`src/rtl/logic16_arbiter_pkg.sv`:
```
// ============================================================================
// Module   : logic16_arbiter_pkg
// Purpose  : Opcode constants and FSM state type for the shared logic unit.
// Revision : 1.0
// ============================================================================
`default_nettype none

package logic16_arbiter_pkg;

    localparam logic [1:0] OP_AND  = 2'b00;
    localparam logic [1:0] OP_OR   = 2'b01;
    localparam logic [1:0] OP_XOR  = 2'b10;
    localparam logic [1:0] OP_NAND = 2'b11;

    typedef enum logic [1:0] {
        IDLE = 2'd0,
        EXEC = 2'd1,
        RESP = 2'd2
    } state_t;

endpackage

`default_nettype wire

```
`src/rtl/logic16_unit.sv`:
```
// ============================================================================
// Module   : logic16_unit
// Purpose  : Combinational bitwise AND/OR/XOR/NAND unit.
// Revision : 1.0
// ============================================================================
`default_nettype none

module logic16_unit
    import logic16_arbiter_pkg::*;
#(
    parameter int WIDTH = 16
) (
    input  logic [WIDTH-1:0] i_a,
    input  logic [WIDTH-1:0] i_b,
    input  logic [1:0]       i_op,
    output logic [WIDTH-1:0] o_y
);

    always_comb begin
        o_y = '0;
        case (i_op)
            OP_AND:  o_y = i_a & i_b;
            OP_OR:   o_y = i_a | i_b;
            OP_XOR:  o_y = i_a ^ i_b;
            OP_NAND: o_y = ~(i_a & i_b);
            default: o_y = '0;
        endcase
    end

endmodule

`default_nettype wire

```
`src/rtl/logic16_arbiter.sv`:
```
// ============================================================================
// Module   : logic16_arbiter
// Purpose  : Round-robin sharing of one bitwise logic unit among N_REQ clients.
// Revision : 1.0
// ============================================================================
`default_nettype none

module logic16_arbiter
    import logic16_arbiter_pkg::*;
#(
    parameter int N_REQ = 4,
    parameter int WIDTH = 16
) (
    input  logic                   clock,
    input  logic                   reset_n,
    input  logic [N_REQ-1:0]       req,
    input  logic [2*N_REQ-1:0]     op,
    input  logic [WIDTH*N_REQ-1:0] a_in,
    input  logic [WIDTH*N_REQ-1:0] b_in,
    output logic [N_REQ-1:0]       gnt,
    output logic                   busy,
    output logic                   out_valid,
    output logic [WIDTH-1:0]       out_data,
    output logic [1:0]             out_id
);

    state_t           r_state;
    logic [1:0]       r_ptr;
    logic [WIDTH-1:0] r_a;
    logic [WIDTH-1:0] r_b;
    logic [1:0]       r_op;
    logic [1:0]       r_id;

    logic [WIDTH-1:0] w_a  [N_REQ];
    logic [WIDTH-1:0] w_b  [N_REQ];
    logic [1:0]       w_op [N_REQ];
    logic             w_found;
    logic [1:0]       w_win;
    logic [2:0]       w_sum;
    logic [1:0]       w_idx;
    logic [1:0]       w_ptr_next;
    logic [WIDTH-1:0] w_y;

    for (genvar i = 0; i < N_REQ; i++) begin : g_unpack
        assign w_a[i]  = a_in[WIDTH*i +: WIDTH];
        assign w_b[i]  = b_in[WIDTH*i +: WIDTH];
        assign w_op[i] = op[2*i +: 2];
    end

    // Scan ptr, ptr+1, ... (mod N_REQ) and keep the first active request.
    always_comb begin
        w_found = 1'b0;
        w_win   = '0;
        w_sum   = '0;
        w_idx   = '0;
        for (int k = 0; k < N_REQ; k++) begin
            w_sum = {1'b0, r_ptr} + 3'(k);
            if (w_sum >= 3'(N_REQ)) begin
                w_sum = w_sum - 3'(N_REQ);
            end
            w_idx = w_sum[1:0];
            if (!w_found && req[w_idx]) begin
                w_found = 1'b1;
                w_win   = w_idx;
            end
        end
    end

    always_comb begin
        gnt = '0;
        for (int i = 0; i < N_REQ; i++) begin
            gnt[i] = (r_state == IDLE) && w_found && (w_win == 2'(i));
        end
    end

    assign w_ptr_next = (w_win == 2'(N_REQ - 1)) ? 2'd0 : w_win + 2'd1;
    assign busy       = (r_state == EXEC) || (r_state == RESP);

    logic16_unit #(
        .WIDTH (WIDTH)
    ) u_unit (
        .i_a  (r_a),
        .i_b  (r_b),
        .i_op (r_op),
        .o_y  (w_y)
    );

    always_ff @(posedge clock or negedge reset_n) begin
        if (!reset_n) begin
            r_state   <= IDLE;
            r_ptr     <= '0;
            r_a       <= '0;
            r_b       <= '0;
            r_op      <= '0;
            r_id      <= '0;
            out_valid <= 1'b0;
            out_data  <= '0;
            out_id    <= '0;
        end else begin
            case (r_state)
                IDLE: begin
                    if (w_found) begin
                        r_a     <= w_a[w_win];
                        r_b     <= w_b[w_win];
                        r_op    <= w_op[w_win];
                        r_id    <= w_win;
                        r_ptr   <= w_ptr_next;
                        r_state <= EXEC;
                    end
                end
                EXEC: begin
                    out_data  <= w_y;
                    out_id    <= r_id;
                    out_valid <= 1'b1;
                    r_state   <= RESP;
                end
                RESP: begin
                    out_valid <= 1'b0;
                    r_state   <= IDLE;
                end
                default: r_state <= IDLE;
            endcase
        end
    end

endmodule

`default_nettype wire

```
`config.mk`:
```
export PLATFORM = sky130hd
export DESIGN_NAME = logic16_arbiter
export DESIGN_NICKNAME = d
export VERILOG_FILES = /design/src/rtl/logic16_arbiter_pkg.sv /design/src/rtl/logic16_unit.sv /design/src/rtl/logic16_arbiter.sv
export SDC_FILE = /design/constraint.sdc
export NUM_CORES = 1
export LEC_CHECK = 0
export CORE_MARGIN = 10
export CORE_UTILIZATION = 40
export CTS_CLUSTER_SIZE = 10
export DETAILED_ROUTE_END_ITERATION = 8
export PLACE_DENSITY_LB_ADDON = 0.08
export SETUP_SLACK_MARGIN = 0.05
export SYNTH_ARGS = -nofsm -noshare
export SYNTH_HDL_FRONTEND = slang
export SYNTH_SLANG_ARGS = --single-unit
```
`constraint.sdc`:
```
create_clock -name clock -period 1.9 [get_ports clock]
set_input_delay 0.38 -clock clock [delete_from_list [all_inputs] [get_ports clock]]
set_output_delay 0.38 -clock clock [all_outputs]
set_load 0.02 [all_outputs]
```
==> flow_summary.json <==
{
  "ys_dominant_reg_cell": "dfrtp_1",
  "wl_um": 14200,
  "finalMaxSlewViolations": 0,
  "violations": "setup timing",
  "ant_nets": 0,
  "critPathKind": "reg2out",
  "grt_pass1_vias": 3998,
  "ys_seq_elements": 59,
  "hpwl_um": 10800,
  "avgViaCountPerCell": 5.32,
  "arrival_ns": 1.65,
  "drc": 0,
  "ioPinCount": 166,
  "power_mw": 9.14,
  "grt_pass1_wl_um": 22500,
  "place_congestion": 0.845,
  "clockRootBuffer": "clkbuf_8",
  "clk_path_buf_depth": 2,
  "timing.fmax_ghz": 0.494,
  "whs_ns": 0.0350,
  "cts_tree": "done",
  "cp.required_ns": 1.52,
  "avgRoutedWirePerCell_um": 19.3,
  "power_density_mw_per_mm2": 1480,
  "cp-end-kind": "output pin",
  "cts_buffers": 9,
  "fp.dieArea_mm2": 0.0146,
  "synth_nets": 606,
  "vias": 3912,
  "die_x_um": 121,
  "rsz0062_at_grt": "yes",
  "yosys-top-cells-area": "dfrtp_1, a221o_1, ha_1",
  "core_area_mm2": 0.00982,
  "firstDrtPassIters": 4,
  "synth.top_cell.area_share_pct": 36.4,
  "syn_area_mm2": 0.00406,
  "syn2layout_area_growth_pct": 51.9,
  "synth_warnings": 0,
  "fin_crit_sh_pct": 107,
  "drive_above_1_share_pct": 11.8,
  "grt_overflow_total": 0,
  "yosysTopAreaCell": "dfrtp_1",
  "design_area_mm2": 0.00616,
  "cts.clk_slew.worst_paths_ns": 0.07,
  "final-setup-viol-count": 38,
  "cts_max_level": 3,
  "period_minus_slack_ns": 2.03,
  "crit_fanout": 4,
  "rows": 36,
  "status": "finished with violations",
  "hold_viol": 0,
  "placed_cell_area_mm2": 0.00586,
  "synthCells": 427,
  "avgSynthCellArea_um2": 9.50,
  "leakagePower_nw": 2.74,
  "layout_setup_ws_ns": -0.125,
  "drtIter0Drc": 280,
  "grt_max_degree": 60,
  "antenna_found_initial": 0,
  "cts_num_sinks": 59,
  "synth_edf_count": 0,
  "fin_worst_skew_ns": 0.00914,
  "tightest_slew_ns": 0.637,
  "pre_cts_slack_ns": -0.729,
  "num_antenna_cells": 0,
  "hold_path.class": "in2async",
  "clk_latency_ns": 0.34,
  "synthArstFlopShare_pct": 100,
  "port_buffers": 165,
  "start_util_pct": 41.3,
  "drv_cap": 0,
  "slew_headroom_pct": 57.5,
  "yosysSeqAreaShare_pct": 36.4,
  "yosysUniqueCellTypes": 37,
  "ir_drop_mv": 1.06,
  "die_h_um": 121,
  "track_usage_pct": 19.3,
  "layout_common_cells": "clkdlybuf4s50_1, a221o_1, dfrtp_1",
  "worst_setup_path_start_kind": "flip-flop",
  "final_common_cell": "clkdlybuf4s50_1",
  "layout.nets": 777
}
-- power breakdown --
group          leakage [nW]  total, mW  internal [mW]  switching [mW]
clock                0.0965       1.09          0.578           0.513
sequential            0.705       2.56           1.90           0.655
combinational          1.93       5.49           2.83            2.67
total                  2.74       9.14           5.31            3.83
-- timing repair --
item | 4_1_cts | 5_1_grt
pin swaps | 8 | 5
hold buffers | 0 | 0
gates cloned | 0 | 0
gates resized for setup | 38 | 7
buffers inserted | 6 | 4
endpoints found under the setup margin | 40 | 39
-- worst paths after layout --
path / startpoint / end / slack, ns / cells after the start
worst max-delay path: r_state[0] / gnt[3] / -0.13 / 6
worst min register to register: r_id[0] / r_id[0] / 0.49 / 1
worst max register to register: r_state[0] / r_a[7] / -0.07 / 8
worst min-delay path: reset_n / r_op[1] / 0.04 / 2
min in group clock: r_id[0] / r_id[0] / 0.49 / 1
max in group asynchronous: reset_n / r_ptr[1] / 1.57 / 2
-- per-stage QoR --
stage / cells / util [%] / setup TNS, ns
2_1_floorplan: 427 / - / 0
3_3_place_gp: 710 / 59.7 / -22.68
3_5_place_dp: 710 / 59.7 / -24.05
4_1_cts: 732 / 62.4 / -0.700
5_1_grt: 736 / 62.8 / -4.11
6_report: 736 / 62.8 / -1.38
-- Yosys cell counts (2+ instances only) --
library cell  count
a211oi_1         15
a21o_1            2
a21oi_1          46
a221o_1          68
a2bb2oi_1         2
and2_1           35
buf_2             8
buf_4             3
buf_6             7
clkbuf_1         20
dfrtp_1          59
ha_1             37
inv_1            41
mux2_2            2
mux2i_1           6
nand2_1           6
nand3b_1          2
nor2_1           45
o21ai_0           4
o22ai_1           2
-- state kept, by name (all words and copies together), names as in the netlist --
| signal | flops |
|---|---|
| r_state | 2 |
| r_id | 2 |
| r_b | 16 |
| out_data | 16 |
| out_id | 2 |
| r_ptr | 2 |
| out_valid | 1 |
| r_op | 2 |
| r_a | 16 |
-- critical path: stages (launching register included) --
cell	delay, ns
dfrtp_1	0.39
inv_2	0.09
ha_4	0.18
o41ai_4	0.09
nor3_2	0.25
and2_4	0.20
buf_6	0.11
-- layout make-up --
type	instances	area [um^2]
Tap cell	133	166
Timing Repair Buffer	199	1940
Inverter	42	158
Multi-Input combinational cell	287	2240
Clock inverter	2	10.0
Fill cell	866	3660
Clock buffer	14	173
Sequential cell	59	1480
-- layer usage --
metal | global-route usage, % | part of all wire [%] | up-vias
met5 | 0 | 0 | -
met4 | 3.62 | 0.70 | 0
met3 | 6.56 | 7.6 | 9
met2 | 32.0 | 50 | 122
met1 | 23.9 | 42 | 1867
li1 | - | - | 1914
-- cells by family (layout without fill, tap and decap cells) --
kind of cell | count (synthesis) | count (layout) | synth area share (%)
buffers and inverters | 81 | 257 | 9.31
AOI/OAI and AO/OA | 148 | 148 | 29.3
muxes | 9 | 9 | 2.31
DFF | 59 | 59 | 36.4
and+or+nand+nor | 93 | 93 | 11.3
adders and majority gates | 37 | 37 | 11.4
Power figures use the tool's default switching activity.
